==> config.mk <==
export PLATFORM = sky130hd
export DESIGN_NAME = life_gen_sched_flat
export DESIGN_NICKNAME = d
export VERILOG_FILES = /design/src/rtl/life_gen_sched_pkg.sv /design/src/rtl/life_gen_sched_if.sv /design/src/rtl/life_gen_sched_frame_divider.sv /design/src/rtl/life_gen_sched.sv /design/src/flat_wrapper.sv
export SDC_FILE = /design/constraint.sdc
export NUM_CORES = 1
export LEC_CHECK = 0
export CAP_MARGIN = 10
export CORE_AREA = 2 2 80 82
export CTS_CLUSTER_DIAMETER = 150
export DETAILED_ROUTE_END_ITERATION = 8
export DIE_AREA = 0 0 82 84
export PLACE_DENSITY = 0.7
export RECOVER_POWER = 25
export SYNTH_ARGS = -nofsm -noshare
export SYNTH_HDL_FRONTEND = slang
export SYNTH_SLANG_ARGS = --single-unit
==> constraint.sdc <==
create_clock -name clk_in -period 4.8 [get_ports clk_in]
set_clock_uncertainty 0.05 [all_clocks]
set_input_delay 0.96 -clock clk_in [delete_from_list [all_inputs] [get_ports clk_in]]
set_output_delay 0.96 -clock clk_in [all_outputs]
set_load 0.005 [all_outputs]
==> src/rtl/life_gen_sched_pkg.sv <==
// Shared types and constants for the generation scheduler: pixel counters,
// speed/period encoding, scheduler states and the clear-sweep address type.
package life_gen_sched_pkg;

  localparam int SCREEN_WIDTH  = 256;
  localparam int LOG_MAX_SPEED = 7;
  localparam int MAX_SPEED     = 2 ** LOG_MAX_SPEED;
  localparam int CELL_ADDR_W   = 12;

  typedef logic [10:0]              hcount_t;
  typedef logic [9:0]               vcount_t;
  typedef logic [LOG_MAX_SPEED-1:0] speed_t;
  typedef logic [LOG_MAX_SPEED:0]   period_t;
  typedef logic [CELL_ADDR_W-1:0]   cell_addr_t;

  typedef enum logic [2:0] {
    IDLE     = 3'd0,
    WAIT     = 3'd1,
    STEP_ARM = 3'd2,
    COMPUTE  = 3'd3,
    CLEAR    = 3'd4
  } sched_state_t;

  // Frames per generation: speed 0 is MAX_SPEED frames, the top speed is 1 frame.
  function automatic period_t speed_to_period(input speed_t speed);
    return period_t'(MAX_SPEED) - period_t'(speed);
  endfunction

endpackage

==> src/rtl/life_gen_sched_if.sv <==
// Control bundle between user-input decode, the scheduler and life_logic/cell RAM.
// Still-board detection ports exist only with LIFE_SCHED_STILL_PAUSE_EN defined.
interface life_gen_sched_if #(
  parameter int ADDR_W = 12,
  parameter int GEN_W  = 16
);
  import life_gen_sched_pkg::*;

  hcount_t           hcount_in;
  vcount_t           vcount_in;
  speed_t            speed_in;
  logic              pause_in;
  logic              step_in;
  logic              clear_in;
  logic              gen_en_out;
  logic              rd_bank_out;
  logic              clear_busy_out;
  logic              clear_wr_out;
  logic [ADDR_W-1:0] clear_addr_out;
  logic [GEN_W-1:0]  gen_count_out;
`ifdef LIFE_SCHED_STILL_PAUSE_EN
  logic              cell_changed_in;
  logic              still_out;
`endif

  modport master (
`ifdef LIFE_SCHED_STILL_PAUSE_EN
    output cell_changed_in,
    input  still_out,
`endif
    output hcount_in, vcount_in, speed_in, pause_in, step_in, clear_in,
    input  gen_en_out, rd_bank_out, clear_busy_out, clear_wr_out,
    input  clear_addr_out, gen_count_out
  );

  modport slave (
`ifdef LIFE_SCHED_STILL_PAUSE_EN
    input  cell_changed_in,
    output still_out,
`endif
    input  hcount_in, vcount_in, speed_in, pause_in, step_in, clear_in,
    output gen_en_out, rd_bank_out, clear_busy_out, clear_wr_out,
    output clear_addr_out, gen_count_out
  );

endinterface

==> src/rtl/life_gen_sched_frame_divider.sv <==
// Frame-end detection and the per-generation frame counter; fire marks the
// frame_end at which the current period has elapsed.
module life_gen_sched_frame_divider
  import life_gen_sched_pkg::*;
#(
  parameter int H_LAST = SCREEN_WIDTH + 4,
  parameter int V_LAST = SCREEN_WIDTH + 4
) (
  input  logic    clk_in,
  input  logic    rst_in,
  input  hcount_t hcount_in,
  input  vcount_t vcount_in,
  input  speed_t  speed_in,
  input  logic    count_en_in,
  input  logic    hold_in,
  output logic    frame_end_out,
  output logic    fire_out
);

  period_t frame_cnt_r;
  period_t frame_cnt_s;
  period_t period_s;
  logic    frame_end_s;
  logic    fire_s;

  // The compute frame counts as frame 0 of its period, so counting spans WAIT and COMPUTE.
  always_comb begin
    frame_end_s = (hcount_in == hcount_t'(H_LAST)) && (vcount_in == vcount_t'(V_LAST));
    period_s    = speed_to_period(speed_in);
    fire_s      = frame_end_s && count_en_in && (frame_cnt_r >= (period_s - period_t'(1)));
    if (hold_in) begin
      frame_cnt_s = '0;
    end else if (fire_s) begin
      frame_cnt_s = '0;
    end else if (frame_end_s && count_en_in) begin
      frame_cnt_s = frame_cnt_r + period_t'(1);
    end else begin
      frame_cnt_s = frame_cnt_r;
    end
  end

  // Frame counter register.
  always_ff @(posedge clk_in) begin
    if (rst_in) begin
      frame_cnt_r <= '0;
    end else begin
      frame_cnt_r <= frame_cnt_s;
    end
  end

  assign frame_end_out = frame_end_s;
  assign fire_out      = fire_s;

endmodule

==> src/rtl/life_gen_sched.sv <==
// Generation scheduler: run/pause/step/clear control and bank swapping for life_logic.
// Optional still-board auto-pause is enabled by defining LIFE_SCHED_STILL_PAUSE_EN.
module life_gen_sched
  import life_gen_sched_pkg::*;
#(
  parameter int H_LAST    = SCREEN_WIDTH + 4,
  parameter int V_LAST    = SCREEN_WIDTH + 4,
  parameter int NUM_CELLS = 4096,
  parameter int ADDR_W    = 12,
  parameter int GEN_W     = 16
) (
  input logic             clk_in,
  input logic             rst_in,
  life_gen_sched_if.slave bus
);

  localparam logic [ADDR_W-1:0] LAST_ADDR = ADDR_W'(NUM_CELLS - 1);

  sched_state_t      state_r;
  sched_state_t      state_s;
  logic              one_shot_r;
  logic              one_shot_s;
  logic              gen_en_r;
  logic              gen_en_s;
  logic              rd_bank_r;
  logic              rd_bank_s;
  logic              clear_act_r;
  logic              clear_act_s;
  logic [ADDR_W-1:0] clear_addr_r;
  logic [ADDR_W-1:0] clear_addr_s;
  logic [GEN_W-1:0]  gen_count_r;
  logic [GEN_W-1:0]  gen_count_s;
  logic              frame_end_s;
  logic              fire_s;
  logic              swap_s;
  logic              clear_req_s;
  logic              still_hit_s;
  logic              idle_hold_s;
  logic              still_gate_s;

  life_gen_sched_frame_divider #(
    .H_LAST (H_LAST),
    .V_LAST (V_LAST)
  ) u_frame_divider (
    .clk_in        (clk_in),
    .rst_in        (rst_in),
    .hcount_in     (bus.hcount_in),
    .vcount_in     (bus.vcount_in),
    .speed_in      (bus.speed_in),
    .count_en_in   ((state_r == WAIT) || (state_r == COMPUTE)),
    .hold_in       (state_r == IDLE),
    .frame_end_out (frame_end_s),
    .fire_out      (fire_s)
  );

`ifdef LIFE_SCHED_STILL_PAUSE_EN
  logic changed_r;
  logic still_r;
  logic pause_d_r;

  assign still_hit_s  = !(changed_r || bus.cell_changed_in);
  assign idle_hold_s  = still_r && !(bus.step_in || (bus.pause_in && !pause_d_r));
  assign still_gate_s = still_r;
  assign bus.still_out = still_r;

  // Sticky change flag per generation, still latch and pause edge history.
  always_ff @(posedge clk_in) begin
    if (rst_in) begin
      changed_r <= 1'b0;
      still_r   <= 1'b0;
      pause_d_r <= 1'b0;
    end else begin
      pause_d_r <= bus.pause_in;
      if ((state_s == COMPUTE) && ((state_r != COMPUTE) || swap_s)) begin
        changed_r <= 1'b0;
      end else if (bus.cell_changed_in) begin
        changed_r <= 1'b1;
      end else begin
        changed_r <= changed_r;
      end
      if (clear_req_s) begin
        still_r <= 1'b0;
      end else if (swap_s && still_hit_s) begin
        still_r <= 1'b1;
      end else if ((state_r == IDLE) && !idle_hold_s) begin
        still_r <= 1'b0;
      end else begin
        still_r <= still_r;
      end
    end
  end
`else
  assign still_hit_s  = 1'b0;
  assign idle_hold_s  = 1'b0;
  assign still_gate_s = 1'b0;
`endif

  // State register plus the registered outputs computed from the next state.
  always_ff @(posedge clk_in) begin
    if (rst_in) begin
      state_r      <= IDLE;
      one_shot_r   <= 1'b0;
      gen_en_r     <= 1'b0;
      rd_bank_r    <= 1'b0;
      clear_act_r  <= 1'b0;
      clear_addr_r <= '0;
      gen_count_r  <= '0;
    end else begin
      state_r      <= state_s;
      one_shot_r   <= one_shot_s;
      gen_en_r     <= gen_en_s;
      rd_bank_r    <= rd_bank_s;
      clear_act_r  <= clear_act_s;
      clear_addr_r <= clear_addr_s;
      gen_count_r  <= gen_count_s;
    end
  end

  // Next-state logic; clear pre-empts everything except a sweep already running.
  always_comb begin
    state_s     = state_r;
    one_shot_s  = one_shot_r;
    swap_s      = 1'b0;
    clear_req_s = bus.clear_in && (state_r != CLEAR);
    if (clear_req_s) begin
      state_s    = CLEAR;
      one_shot_s = 1'b0;
    end else begin
      case (state_r)
        IDLE: begin
          if (idle_hold_s) begin
            state_s = IDLE;
          end else if (bus.step_in && (bus.pause_in || still_gate_s)) begin
            state_s = STEP_ARM;
          end else if (!bus.pause_in) begin
            state_s = WAIT;
          end else begin
            state_s = IDLE;
          end
        end
        WAIT: begin
          if (bus.pause_in) begin
            state_s = IDLE;
          end else if (fire_s) begin
            state_s = COMPUTE;
          end else begin
            state_s = WAIT;
          end
        end
        STEP_ARM: begin
          if (frame_end_s) begin
            state_s    = COMPUTE;
            one_shot_s = 1'b1;
          end else begin
            state_s = STEP_ARM;
          end
        end
        COMPUTE: begin
          if (frame_end_s) begin
            swap_s = 1'b1;
            if (one_shot_r || bus.pause_in || still_hit_s) begin
              state_s    = IDLE;
              one_shot_s = 1'b0;
            end else if (fire_s) begin
              state_s = COMPUTE;
            end else begin
              state_s = WAIT;
            end
          end else begin
            state_s = COMPUTE;
          end
        end
        CLEAR: begin
          if (clear_addr_r == LAST_ADDR) begin
            state_s = IDLE;
          end else begin
            state_s = CLEAR;
          end
        end
        default: begin
          state_s    = IDLE;
          one_shot_s = 1'b0;
        end
      endcase
    end
  end

  // Output values for the coming cycle, derived from the next state.
  always_comb begin
    gen_en_s    = (state_s == COMPUTE);
    clear_act_s = (state_s == CLEAR);
    rd_bank_s   = rd_bank_r ^ swap_s;
    if (swap_s) begin
      gen_count_s = gen_count_r + GEN_W'(1);
    end else begin
      gen_count_s = gen_count_r;
    end
    if ((state_r == CLEAR) && (state_s == CLEAR)) begin
      clear_addr_s = clear_addr_r + ADDR_W'(1);
    end else begin
      clear_addr_s = '0;
    end
  end

  assign bus.gen_en_out     = gen_en_r;
  assign bus.rd_bank_out    = rd_bank_r;
  assign bus.clear_busy_out = clear_act_r;
  assign bus.clear_wr_out   = clear_act_r;
  assign bus.clear_addr_out = clear_addr_r;
  assign bus.gen_count_out  = gen_count_r;

endmodule

==> src/flat_wrapper.sv <==
// flat-port wrapper written by rule: the top's interface ports become plain ports
module life_gen_sched_flat import life_gen_sched_pkg::*;
#(
  parameter int H_LAST    = SCREEN_WIDTH + 4,
  parameter int V_LAST    = SCREEN_WIDTH + 4,
  parameter int NUM_CELLS = 4096,
  parameter int ADDR_W    = 12,
  parameter int GEN_W     = 16
)
  (clk_in, rst_in, bus_hcount_in, bus_vcount_in, bus_speed_in, bus_pause_in, bus_step_in, bus_clear_in, bus_gen_en_out, bus_rd_bank_out, bus_clear_busy_out, bus_clear_wr_out, bus_clear_addr_out, bus_gen_count_out);
  life_gen_sched_if #(.ADDR_W(ADDR_W), .GEN_W(GEN_W)) bus_i ();
  input logic clk_in;
  input logic rst_in;
  input wire logic [$bits(bus_i.hcount_in)-1:0] bus_hcount_in;
  input wire logic [$bits(bus_i.vcount_in)-1:0] bus_vcount_in;
  input wire logic [$bits(bus_i.speed_in)-1:0] bus_speed_in;
  input wire logic [$bits(bus_i.pause_in)-1:0] bus_pause_in;
  input wire logic [$bits(bus_i.step_in)-1:0] bus_step_in;
  input wire logic [$bits(bus_i.clear_in)-1:0] bus_clear_in;
  output wire logic [$bits(bus_i.gen_en_out)-1:0] bus_gen_en_out;
  output wire logic [$bits(bus_i.rd_bank_out)-1:0] bus_rd_bank_out;
  output wire logic [$bits(bus_i.clear_busy_out)-1:0] bus_clear_busy_out;
  output wire logic [$bits(bus_i.clear_wr_out)-1:0] bus_clear_wr_out;
  output wire logic [$bits(bus_i.clear_addr_out)-1:0] bus_clear_addr_out;
  output wire logic [$bits(bus_i.gen_count_out)-1:0] bus_gen_count_out;
  assign bus_i.hcount_in = bus_hcount_in;
  assign bus_i.vcount_in = bus_vcount_in;
  assign bus_i.speed_in = bus_speed_in;
  assign bus_i.pause_in = bus_pause_in;
  assign bus_i.step_in = bus_step_in;
  assign bus_i.clear_in = bus_clear_in;
  assign bus_gen_en_out = bus_i.gen_en_out;
  assign bus_rd_bank_out = bus_i.rd_bank_out;
  assign bus_clear_busy_out = bus_i.clear_busy_out;
  assign bus_clear_wr_out = bus_i.clear_wr_out;
  assign bus_clear_addr_out = bus_i.clear_addr_out;
  assign bus_gen_count_out = bus_i.gen_count_out;
  life_gen_sched #(.H_LAST(H_LAST), .V_LAST(V_LAST), .NUM_CELLS(NUM_CELLS), .ADDR_W(ADDR_W), .GEN_W(GEN_W)) u_core (.clk_in(clk_in), .rst_in(rst_in), .bus(bus_i));
endmodule
==> run_results.csv, run 1 <==
group,metric,value,unit
yosys,synthTopCellsByArea,"dfxtp_1 (37%), nor2_1 (7.7%), xnor2_1 (6.0%)",
worst_setup_path,crit_chain,"clkdlybuf4s50_1 -> nor4_4 -> nand4_4 -> nor3_2 -> nand4_1 -> mux2_2",
sta,slew_violations,0,
cells_and_area,fin_util,51.0,%
power_and_ir_drop,p_clk_share,35.0,%
clock_network,hold_buffers,0,
grt,track_usage,15.7,%
grt,grt_pass1_vias,1989,
clock_network,clock-sinks,43,
sta,final.period_utilization,67.1,%
drt,dr_total_vias,2058,
drt,antenna_left,0,
yosys,synth-seq-cells,43,
sta,setup_ws,1.58,ns
placement,pre_cts_ws,1.26,ns
floorplan,rows,29,
power_and_ir_drop,p_leak,1.14,nW
cells_and_area,drive_above_1_share,8.87,%
sta,fmax,0.310,GHz
floorplan,die-area,0.00689,mm^2
sta,setup_violations,0,
power_and_ir_drop,finalPower,0.657,mW
floorplan,initial_core_util,38.4,%
sta,relSlewSlack,29.7,%
yosys,yosysTopAreaCellShare,36.8,%
worst_setup_path,cp_max_fo,17,
yosys,ys_types,45,
power_and_ir_drop,power_density,211,mW/mm^2
cells_and_area,antenna_cells,0,
floorplan,die_h,84,um
yosys,synth_top_area_cell,"dfxtp_1",
grt,antenna_found_initial,0,
worst_setup_path,path_delay_family,"simple AND/OR/NAND/NOR gates",
yosys,yosysWarnings,0,
sta,period_needed,3.22,ns
worst_setup_path,crit_type,"primary input to flop",
clock_network,cts_buffer_depth,2,
clock_network,h-tree-depth,2,
worst_setup_path,start_kind,"primary input",
yosys,synthArstFlopShare,0,%
sta,rsz0062_at_grt,"false",
clock_network,cts_tree,"built",
power_and_ir_drop,ir_drop,0.122,mV
status,outcome,"complete, no violations",
power_and_ir_drop,p_comb_share,9.6,%
worst_setup_path,endpoint_kind,"flop",
worst_setup_path,cp_data_arrival_time,3.36,ns
drt,drt-total-wl,5.08,mm
floorplan,pin_count,65,
grt,grt_max_degree,34,
yosys,synth-seq-area-share,36.8,%
drt,wire_per_inst,12.6,um
power_and_ir_drop,p_switching,0.158,mW
placement,gp_congestion,0.821,
placement,dpl.hpwl,3.78,mm
clock_network,post_cts_buffers,0,
clock_network,path_clk_slew,0.09,ns
yosys,yosys.cell_count.top_type,"nor2_1",
yosys,synth_fp_nets,311,
yosys,ys.flop_type,"dfxtp_1",
sta,setup_tns,0,ns
job,maxCapViolations,0,
clock_network,insertion_delay,0.29,ns
yosys,synth_edf_count,0,
cells_and_area,area_growth,32.8,%
yosys,synth.avg_cell_area,8.73,um^2
drt,drc_errors,0,
worst_setup_path,cp.required,4.94,ns
cells_and_area,nets,369,
worst_setup_path,max_stage_delay,0.82,ns
worst_setup_path,slowest_stage,"nor3_2",
placement,numPortBuffers,64,
drt,viasPerCell,5.09,
yosys,synth_area,0.00234,mm^2
grt,grt_overflow,0,
yosys,yosys-top-cells-count,"nor2_1 (48), dfxtp_1 (43), xnor2_1 (16), nand3_1 (13)",
clock_network,numCtsBuffers,5,
clock_network,cts_resized,0,
sta,finalHoldViolations,0,
worst_setup_path,critPathBufInv,1,
clock_network,cts_root_buf,"clkbuf_8",
floorplan,die_w,82,um
worst_hold_path,min_path_type,"flop to flop",
power_and_ir_drop,swShare,24.1,%
power_and_ir_drop,internal_power,0.499,mW
floorplan,fp.coreArea,0.00610,mm^2
power_and_ir_drop,seqPwrFrac,55.4,%
yosys,synth_cells,268,
drt,drtPass1Iterations,4,
drt,drt_iter0_markers,80,
sta,tightest_slew,1.05,ns
cells_and_area,fillers,596,
grt,grt_pass1_wl,8.72,mm
worst_setup_path,ff2ff_setup_slack,2.65,ns
layout make-up:
type / instances / area (um^2) / area share, %
inverters: 7 / 26.3 / 0.845
multi-input cells: 205 / 1400 / 44.9
clock inverters: 3 / 20.0 / 0.644
flip-flops and latches: 43 / 861 / 27.7
clock buffers: 5 / 68.8 / 2.21
well taps: 77 / 96.3 / 3.10
repair buffers: 64 / 641 / 20.6
power by group through the flow:
stage	sequential, mW	combinational [mW]	clock [mW]
floorplan	0.369	0.0290	0
global placement	0.372	0.0631	0
detailed placement	0.372	0.0642	0
CTS	0.364	0.0645	0.237
global route	0.365	0.0697	0.251
finish	0.364	0.0631	0.230
metal layers:
| metal | vias to the layer above | routed length (um) | global-route usage [%] |
|---|---|---|---|
| li1 | 1063 | - | - |
| met1 | 940 | 2420 | 19.9 |
| met2 | 51 | 2330 | 26.2 |
| met3 | 4 | 294 | 4.87 |
| met4 | 0 | 33 | 2.73 |
| met5 | - | 0 | 0 |
cell usage in the layout, fill, tap and decap left out, drive strengths merged, types with 2 or more instances in the layout:
master,netlist,layout
a21oi,12,12
and3,8,8
a31o,5,5
mux2,4,4
nor2,48,48
nor4b,3,3
dlygate4sd3,0,18
xnor2,16,16
inv,7,7
nand2,12,12
clkinvlp,0,2
clkbuf,10,5
nand3,14,14
a311oi,2,2
xor2,6,6
nand2b,7,7
and4,2,2
nor2b,6,6
a31oi,2,2
clkdlybuf4s50,0,46
nand4,12,12
o21ai,5,5
nor4,8,8
ha,10,10
dfxtp,43,43
or3,2,2
nor3,8,8
path summary, 6_finish.rpt:
kind / from / to / cells after the start
max reg2reg: u_core.state_r[0] / u_core.bus.gen_count_out[8] / 4
max: bus_hcount_in[4] / u_core.bus.gen_count_out[8] / 6
min: u_core.bus.clear_addr_out[0] / u_core.bus.clear_addr_out[0] / 1
min reg2reg: u_core.bus.clear_addr_out[0] / u_core.bus.clear_addr_out[0] / 1
worst register-to-register path, stage by stage (launching register included):
cell,delay [ns]
dfxtp_1,0.48
nand3_2,0.23
nor3_2,0.78
nand4_1,0.20
mux2_2,0.30
through the flow:
step,hold WS [ns],instances,cell area (um^2)
after CTS,0.433,404,3110
after floorplan,0.388,268,2340
final,0.430,404,3110
after global routing,0.484,404,3110
after global placement,0.403,396,3020
after detailed placement,0.409,396,3020
cells by family after synthesis:
family	after synthesis	synth area share, %
AO/OA/AOI/OAI	33	9.68
adder cells (fa/ha/maj)	10	5.35
XOR/XNOR	22	8.24
AND/OR/NAND/NOR	135	34.0
flip-flops	43	36.8
multiplexers	5	2.35
buffers and inverters	20	3.58
state kept, by name, indices dropped and copies added (netlist names):
name,count
u_core.bus.clear_addr_out,12
u_core.bus.gen_count_out,16
u_core.bus.rd_bank_out,1
u_core.one_shot_r,1
u_core.state_r,3
u_core.bus.gen_en_out,1
u_core.u_frame_divider.frame_cnt_r,8
u_core.bus.clear_busy_out,1
(Power assumes the default switching activity.)
==> run 2: changes to the inputs <==
==> constraint.sdc (replaced) <==
create_clock -name clk_in -period 3.24 [get_ports clk_in]
set_clock_uncertainty 0.05 [all_clocks]
set_input_delay 0.648 -clock clk_in [delete_from_list [all_inputs] [get_ports clk_in]]
set_output_delay 0.648 -clock clk_in [all_outputs]
set_load 0.005 [all_outputs]
==> run 2 against run 1 <==
Hold slack improved by 0.0061 ns. Utilization rose by 0.90 points. Count of clock-buffer cells in the layout rose by 1. Critical path type unchanged. Design area rose by 1.8%. Largest power group unchanged. Critical path depth did not move. Register-to-register slack got worse by 1.4 ns.
==> run_results.csv, run 2 (same netlist as run 1, synthesis figures left out) <==
group,metric,value,unit
cells_and_area,seq_area,861,um^2
cells_and_area,largest_reg_flops,16,
cells_and_area,drive_above_1_share,9.70,%
drt,viasPerCell,5.14,
worst_setup_path,crit_type,"primary input to flop",
grt,grtUsageMet1,18.6,%
clock_network,cts_buffer_depth,2,
clock_network,cts_resized,0,
grt,track_usage,15.5,%
worst_hold_path,min_path_type,"flop to flop",
clock_network,cts_tree,"built",
clock_network,hold_buffers,0,
grt,busiest_layer,"met2",
worst_setup_path,cp.required,3.37,ns
cells_and_area,fillers,613,
sta,relSlewSlack,60.8,%
power_and_ir_drop,p_comb_share,8.7,%
floorplan,die_w,82,um
job,maxCapViolations,0,
grt,grt_use_met3,5.30,%
grt,antenna_found_initial,0,
drt,wire_per_inst,12.8,um
cells_and_area,fin_cells,407,
sta,holdWs,0.436,ns
clock_network,clock-sinks,43,
sta,period_needed,2.55,ns
placement,dpl.hpwl,3.98,mm
power_and_ir_drop,p_leak,1.17,nW
floorplan,die_h,84,um
cells_and_area,most-common-layout-cells,"nor2_1 (48), clkdlybuf4s50_1 (47), dfxtp_1 (43), dlygate4sd3_1 (17), xnor2_1 (16)",
placement,dp_cells,399,
cells_and_area,fin_util,51.9,%
cells_and_area,antenna_cells,0,
worst_setup_path,cp_max_fo,8,
sta,slew_violations,0,
power_and_ir_drop,p_switching,0.231,mW
sta,final.period_utilization,78.6,%
drt,drtPass1Iterations,4,
grt,grt_overflow,0,
clock_network,insertion_delay,0.29,ns
worst_setup_path,path_delay_family,"simple AND/OR/NAND/NOR gates",
floorplan,pin_count,65,
grt,grt_max_degree,18,
sta,setup_violations,0,
floorplan,initial_core_util,38.4,%
floorplan,rows,29,
power_and_ir_drop,p_clk_share,41.1,%
floorplan,die-area,0.00689,mm^2
power_and_ir_drop,ir_drop,0.246,mV
drt,antenna_left,0,
worst_setup_path,start_kind,"primary input",
clock_network,cts_root_buf,"clkbuf_8",
power_and_ir_drop,swShare,21.5,%
worst_setup_path,critPathBufInv,1,
placement,gp_congestion,0.872,
drt,drt_iter0_markers,94,
drt,dr_total_vias,2093,
grt,grtUsageMet2,25.6,%
clock_network,post_cts_buffers,0,
clock_network,path_clk_slew,0.08,ns
grt,grt_pass1_vias,1975,
worst_setup_path,endpoint_kind,"flop",
sta,fmax,0.393,GHz
sta,rsz0062_at_grt,"false",
drt,drt-total-wl,5.20,mm
cells_and_area,mostFrequentLayoutCell,"nor2_1",
power_and_ir_drop,finalPower,1.07,mW
grt,grt_pass1_wl,8.54,mm
worst_setup_path,crit_chain,"clkdlybuf4s50_1 -> nor3_1 -> nand3_2 -> or2_4 -> nor4_2 -> mux2_1",
placement,numPortBuffers,64,
clock_network,h-tree-depth,2,
worst_setup_path,slowest_stage,"clkdlybuf4s50_1",
power_and_ir_drop,seqPwrFrac,50.2,%
status,outcome,"complete, no violations",
clock_network,numCtsBuffers,5,
sta,tightest_slew,0.585,ns
power_and_ir_drop,power_density,339,mW/mm^2
sta,finalHoldViolations,0,
worst_setup_path,cp_data_arrival_time,2.67,ns
cells_and_area,area_growth,35.2,%
drt,drc_errors,0,
sta,setup_tns,0,ns
worst_setup_path,max_stage_delay,0.40,ns
cells_and_area,multi_input_area,0.00140,mm^2
power_and_ir_drop,internal_power,0.842,mW
floorplan,fp.coreArea,0.00610,mm^2
cells_and_area,nets,372,
run 2: cell types whose count changed in the layout (fill, tap and decap cells not counted), sizes merged:
cell,before,now
clkinv,1,0
clkdlybuf4s50,46,47
dlygate4sd3,18,17
bufinv,0,1
buf,0,3
clkinvlp,2,0
inv,7,8
clkbuf,5,6
run 2: cell type report:
| cell class | instances | area share, % |
|---|---|---|
| well taps | 77 | 3.05 |
| multi-input cells | 205 | 44.1 |
| clock inverters | 2 | 1.23 |
| inverters | 7 | 0.831 |
| clock buffers | 6 | 2.61 |
| flip-flops and latches | 43 | 27.2 |
| repair buffers | 67 | 21.0 |
run 2: worst paths after layout:
check             slack, ns                      endpoint                                  start  depth (start not counted)
setup reg to reg       1.25             u_core.state_r[1]  u_core.u_frame_divider.frame_cnt_r[0]                          7
setup / recovery       0.69  u_core.bus.gen_count_out[14]                       bus_vcount_in[7]                          6
hold / removal         0.44  u_core.bus.clear_addr_out[0]           u_core.bus.clear_addr_out[0]                          1
hold reg to reg        0.44  u_core.bus.clear_addr_out[0]           u_core.bus.clear_addr_out[0]                          1
run 2: per-layer routing:
layer	vias to the layer above	wire [um]
met5	-	0
met4	0	79
met3	8	353
met2	60	2490
met1	954	2270
li1	1071	-
run 2: power by group through the flow:
stage	Sequential [mW]	Combinational [mW]	Clock (mW)
after floorplan	0.547	0.0429	0
final	0.539	0.0939	0.440
after global routing	0.540	0.103	0.475
after detailed placement	0.551	0.0957	0
after global placement	0.551	0.0942	0
after CTS	0.539	0.0961	0.453
run 2: metrics by stage:
| stage | instance area (um^2) | setup WS (ns) |
|---|---|---|
| detailed placement | 3040 | 0.339 |
| global placement | 3040 | 0.458 |
| global route | 3160 | 0.540 |
| floorplan | 2340 | 1.03 |
| CTS | 3160 | 0.654 |
| finish | 3160 | 0.694 |
==> run 3: changes to the inputs <==
--- a/config.mk
+++ b/config.mk
@@ -10,7 +10,7 @@
 export CTS_CLUSTER_DIAMETER = 150
 export DETAILED_ROUTE_END_ITERATION = 8
 export DIE_AREA = 0 0 82 84
-export PLACE_DENSITY = 0.7
+export PLACE_DENSITY = 0.73
 export RECOVER_POWER = 25
 export SYNTH_ARGS = -nofsm -noshare
 export SYNTH_HDL_FRONTEND = slang
==> constraint.sdc (replaced) <==
create_clock -name clk_in -period 2.1 [get_ports clk_in]
set_clock_uncertainty 0.05 [all_clocks]
set_input_delay 0.42 -clock clk_in [delete_from_list [all_inputs] [get_ports clk_in]]
set_output_delay 0.42 -clock clk_in [all_outputs]
set_load 0.005 [all_outputs]
==> run 3 against run 2 <==
Global-route usage is 1.2 points higher. Highest routed layer unchanged. Cell count rose by 3.7%. Critical endpoint is now u_core.bus.gen_en_out. Hold slack lost 0.0088 ns. Via count grew 2.7%. Register-to-register slack got worse by 1.0 ns. Critical path depth increased by 1. Routed wire length rose by 4.1%.
==> run_results.csv, run 3 (same netlist as run 1, synthesis figures left out) <==
group,metric,value,unit
worst_setup_path,max_stage_delay,0.44,ns
sta,setup_violations,0,
cells_and_area,fin_util,54.6,%
power_and_ir_drop,finalPower,1.61,mW
drt,wire_per_inst,12.8,um
grt,grt_pass1_vias,2144,
worst_setup_path,critPathBufInv,2,
drt,drtPass1Iterations,4,
worst_setup_path,cp_data_arrival_time,2.20,ns
cells_and_area,drive_above_1_share,15.4,%
cells_and_area,fin_cells,422,
worst_setup_path,cp_max_fo,5,
clock_network,path_clk_slew,0.08,ns
grt,grt_max_degree,22,
worst_hold_path,min_path_type,"flop to flop",
drt,antenna_left,0,
cells_and_area,area_growth,42.4,%
sta,period_needed,2.02,ns
worst_setup_path,slowest_stage,"clkdlybuf4s50_1",
placement,dp_cells,414,
grt,track_usage,16.7,%
placement,dpl.hpwl,4.04,mm
clock_network,numCtsBuffers,5,
cells_and_area,multi_input_area,0.00144,mm^2
cells_and_area,nets,388,
sta,finalHoldViolations,0,
floorplan,rows,29,
worst_setup_path,path_delay_family,"simple AND/OR/NAND/NOR gates",
cells_and_area,seq_area,861,um^2
worst_setup_path,crit_chain,"clkdlybuf4s50_1 -> nor4b_4 -> nand4_4 -> or2_4 -> buf_4 -> o31a_1 -> nor2b_2",
cells_and_area,most-common-layout-cells,"nor2_1 (47), dfxtp_1 (43), clkdlybuf4s50_1 (41), buf_4 (17), xnor2_1 (16)",
drt,drt-total-wl,5.41,mm
sta,tightest_slew,0.407,ns
sta,fmax,0.495,GHz
sta,slew_violations,0,
placement,numPortBuffers,64,
clock_network,h-tree-depth,2,
clock_network,clock-sinks,43,
drt,drc_errors,0,
cells_and_area,mostFrequentLayoutCell,"nor2_1",
sta,rsz0062_at_grt,"true",
clock_network,insertion_delay,0.30,ns
worst_setup_path,cp.required,2.28,ns
grt,antenna_found_initial,0,
power_and_ir_drop,ir_drop,0.342,mV
sta,setup_tns,0,ns
cells_and_area,antenna_cells,0,
clock_network,cts_buffer_depth,2,
sta,final.period_utilization,96.2,%
floorplan,fp.coreArea,0.00610,mm^2
drt,viasPerCell,5.09,
sta,relSlewSlack,72.6,%
drt,dr_total_vias,2149,
floorplan,die_h,84,um
floorplan,pin_count,65,
placement,gp_congestion,0.817,
worst_setup_path,crit_type,"primary input to flop",
status,outcome,"complete, no violations",
worst_setup_path,endpoint_kind,"flop",
floorplan,die-area,0.00689,mm^2
drt,drt_iter0_markers,50,
cells_and_area,fillers,574,
floorplan,die_w,82,um
worst_setup_path,start_kind,"primary input",
grt,grt_overflow,0,
power_and_ir_drop,p_leak,1.33,nW
clock_network,cts_root_buf,"clkbuf_8",
cells_and_area,largest_reg_flops,16,
grt,grt_pass1_wl,9.22,mm
clock_network,cts_tree,"built",
job,maxCapViolations,0,
floorplan,initial_core_util,38.4,%
power_and_ir_drop,power_density,484,mW/mm^2
-- run 3: cell count changes in the layout (fill, tap and decap cells not counted), sizes merged --
cell / previous run / this run
buf: 3 / 19
clkdlybuf4s50: 47 / 41
dlygate4sd2: 0 / 2
dlygate4sd3: 17 / 14
dlymetal6s2s: 0 / 7
inv: 8 / 7
-- run 3: worst paths after layout --
| kind | cells past startpoint | end | from | slack, ns |
|---|---|---|---|---|
| hold reg to reg | 1 | u_core.bus.clear_addr_out[0] | u_core.bus.clear_addr_out[0] | 0.43 |
| setup / recovery | 7 | u_core.bus.gen_en_out | bus_hcount_in[0] | 0.08 |
| setup reg to reg | 5 | u_core.bus.gen_count_out[14] | u_core.bus.gen_count_out[3] | 0.24 |
| hold / removal | 1 | u_core.bus.clear_addr_out[0] | u_core.bus.clear_addr_out[0] | 0.43 |
-- run 3: through the flow --
step	instance area, um^2	setup WS, ns	hold WS [ns]
6_report	3330	0.0796	0.427
5_1_grt	3330	-0.0150	0.449
4_1_cts	3280	0.00308	0.431
3_5_place_dp	3150	-0.377	0.408
3_3_place_gp	3150	-0.346	0.406
2_1_floorplan	2340	0.121	0.388
-- run 3: power breakdown --
part           internal (mW)  switching, mW
clock network          0.349          0.276
registers              0.821        0.00614
logic                 0.0941         0.0664
-- run 3: per-layer routing --
metal	track usage [%]	part of all wire (%)	vias up
met3	5.09	6.0	9
met1	19.9	44	993
li1	-	-	1097
met4	4.85	1.5	0
met5	0	0	-
met2	28.5	48	50
-- run 3: repair_timing --
item                                    in CTS  in global routing
endpoints found under the hold margin        0                  0
hold buffers                                 0                  0
pin swaps                                    6                 12
setup buffers                                1                  0
gates resized for setup                      4                 16
endpoints found under the setup margin       2                 17
-- run 3: layout make-up --
cell class / instances / share of cell area, %
Multi-Input combinational cell: 205 / 43.2
Clock inverter: 1 / 0.902
Inverter: 7 / 0.789
Tap cell: 77 / 2.89
Sequential cell: 43 / 25.8
Timing Repair Buffer: 83 / 24.2
Clock buffer: 6 / 2.18
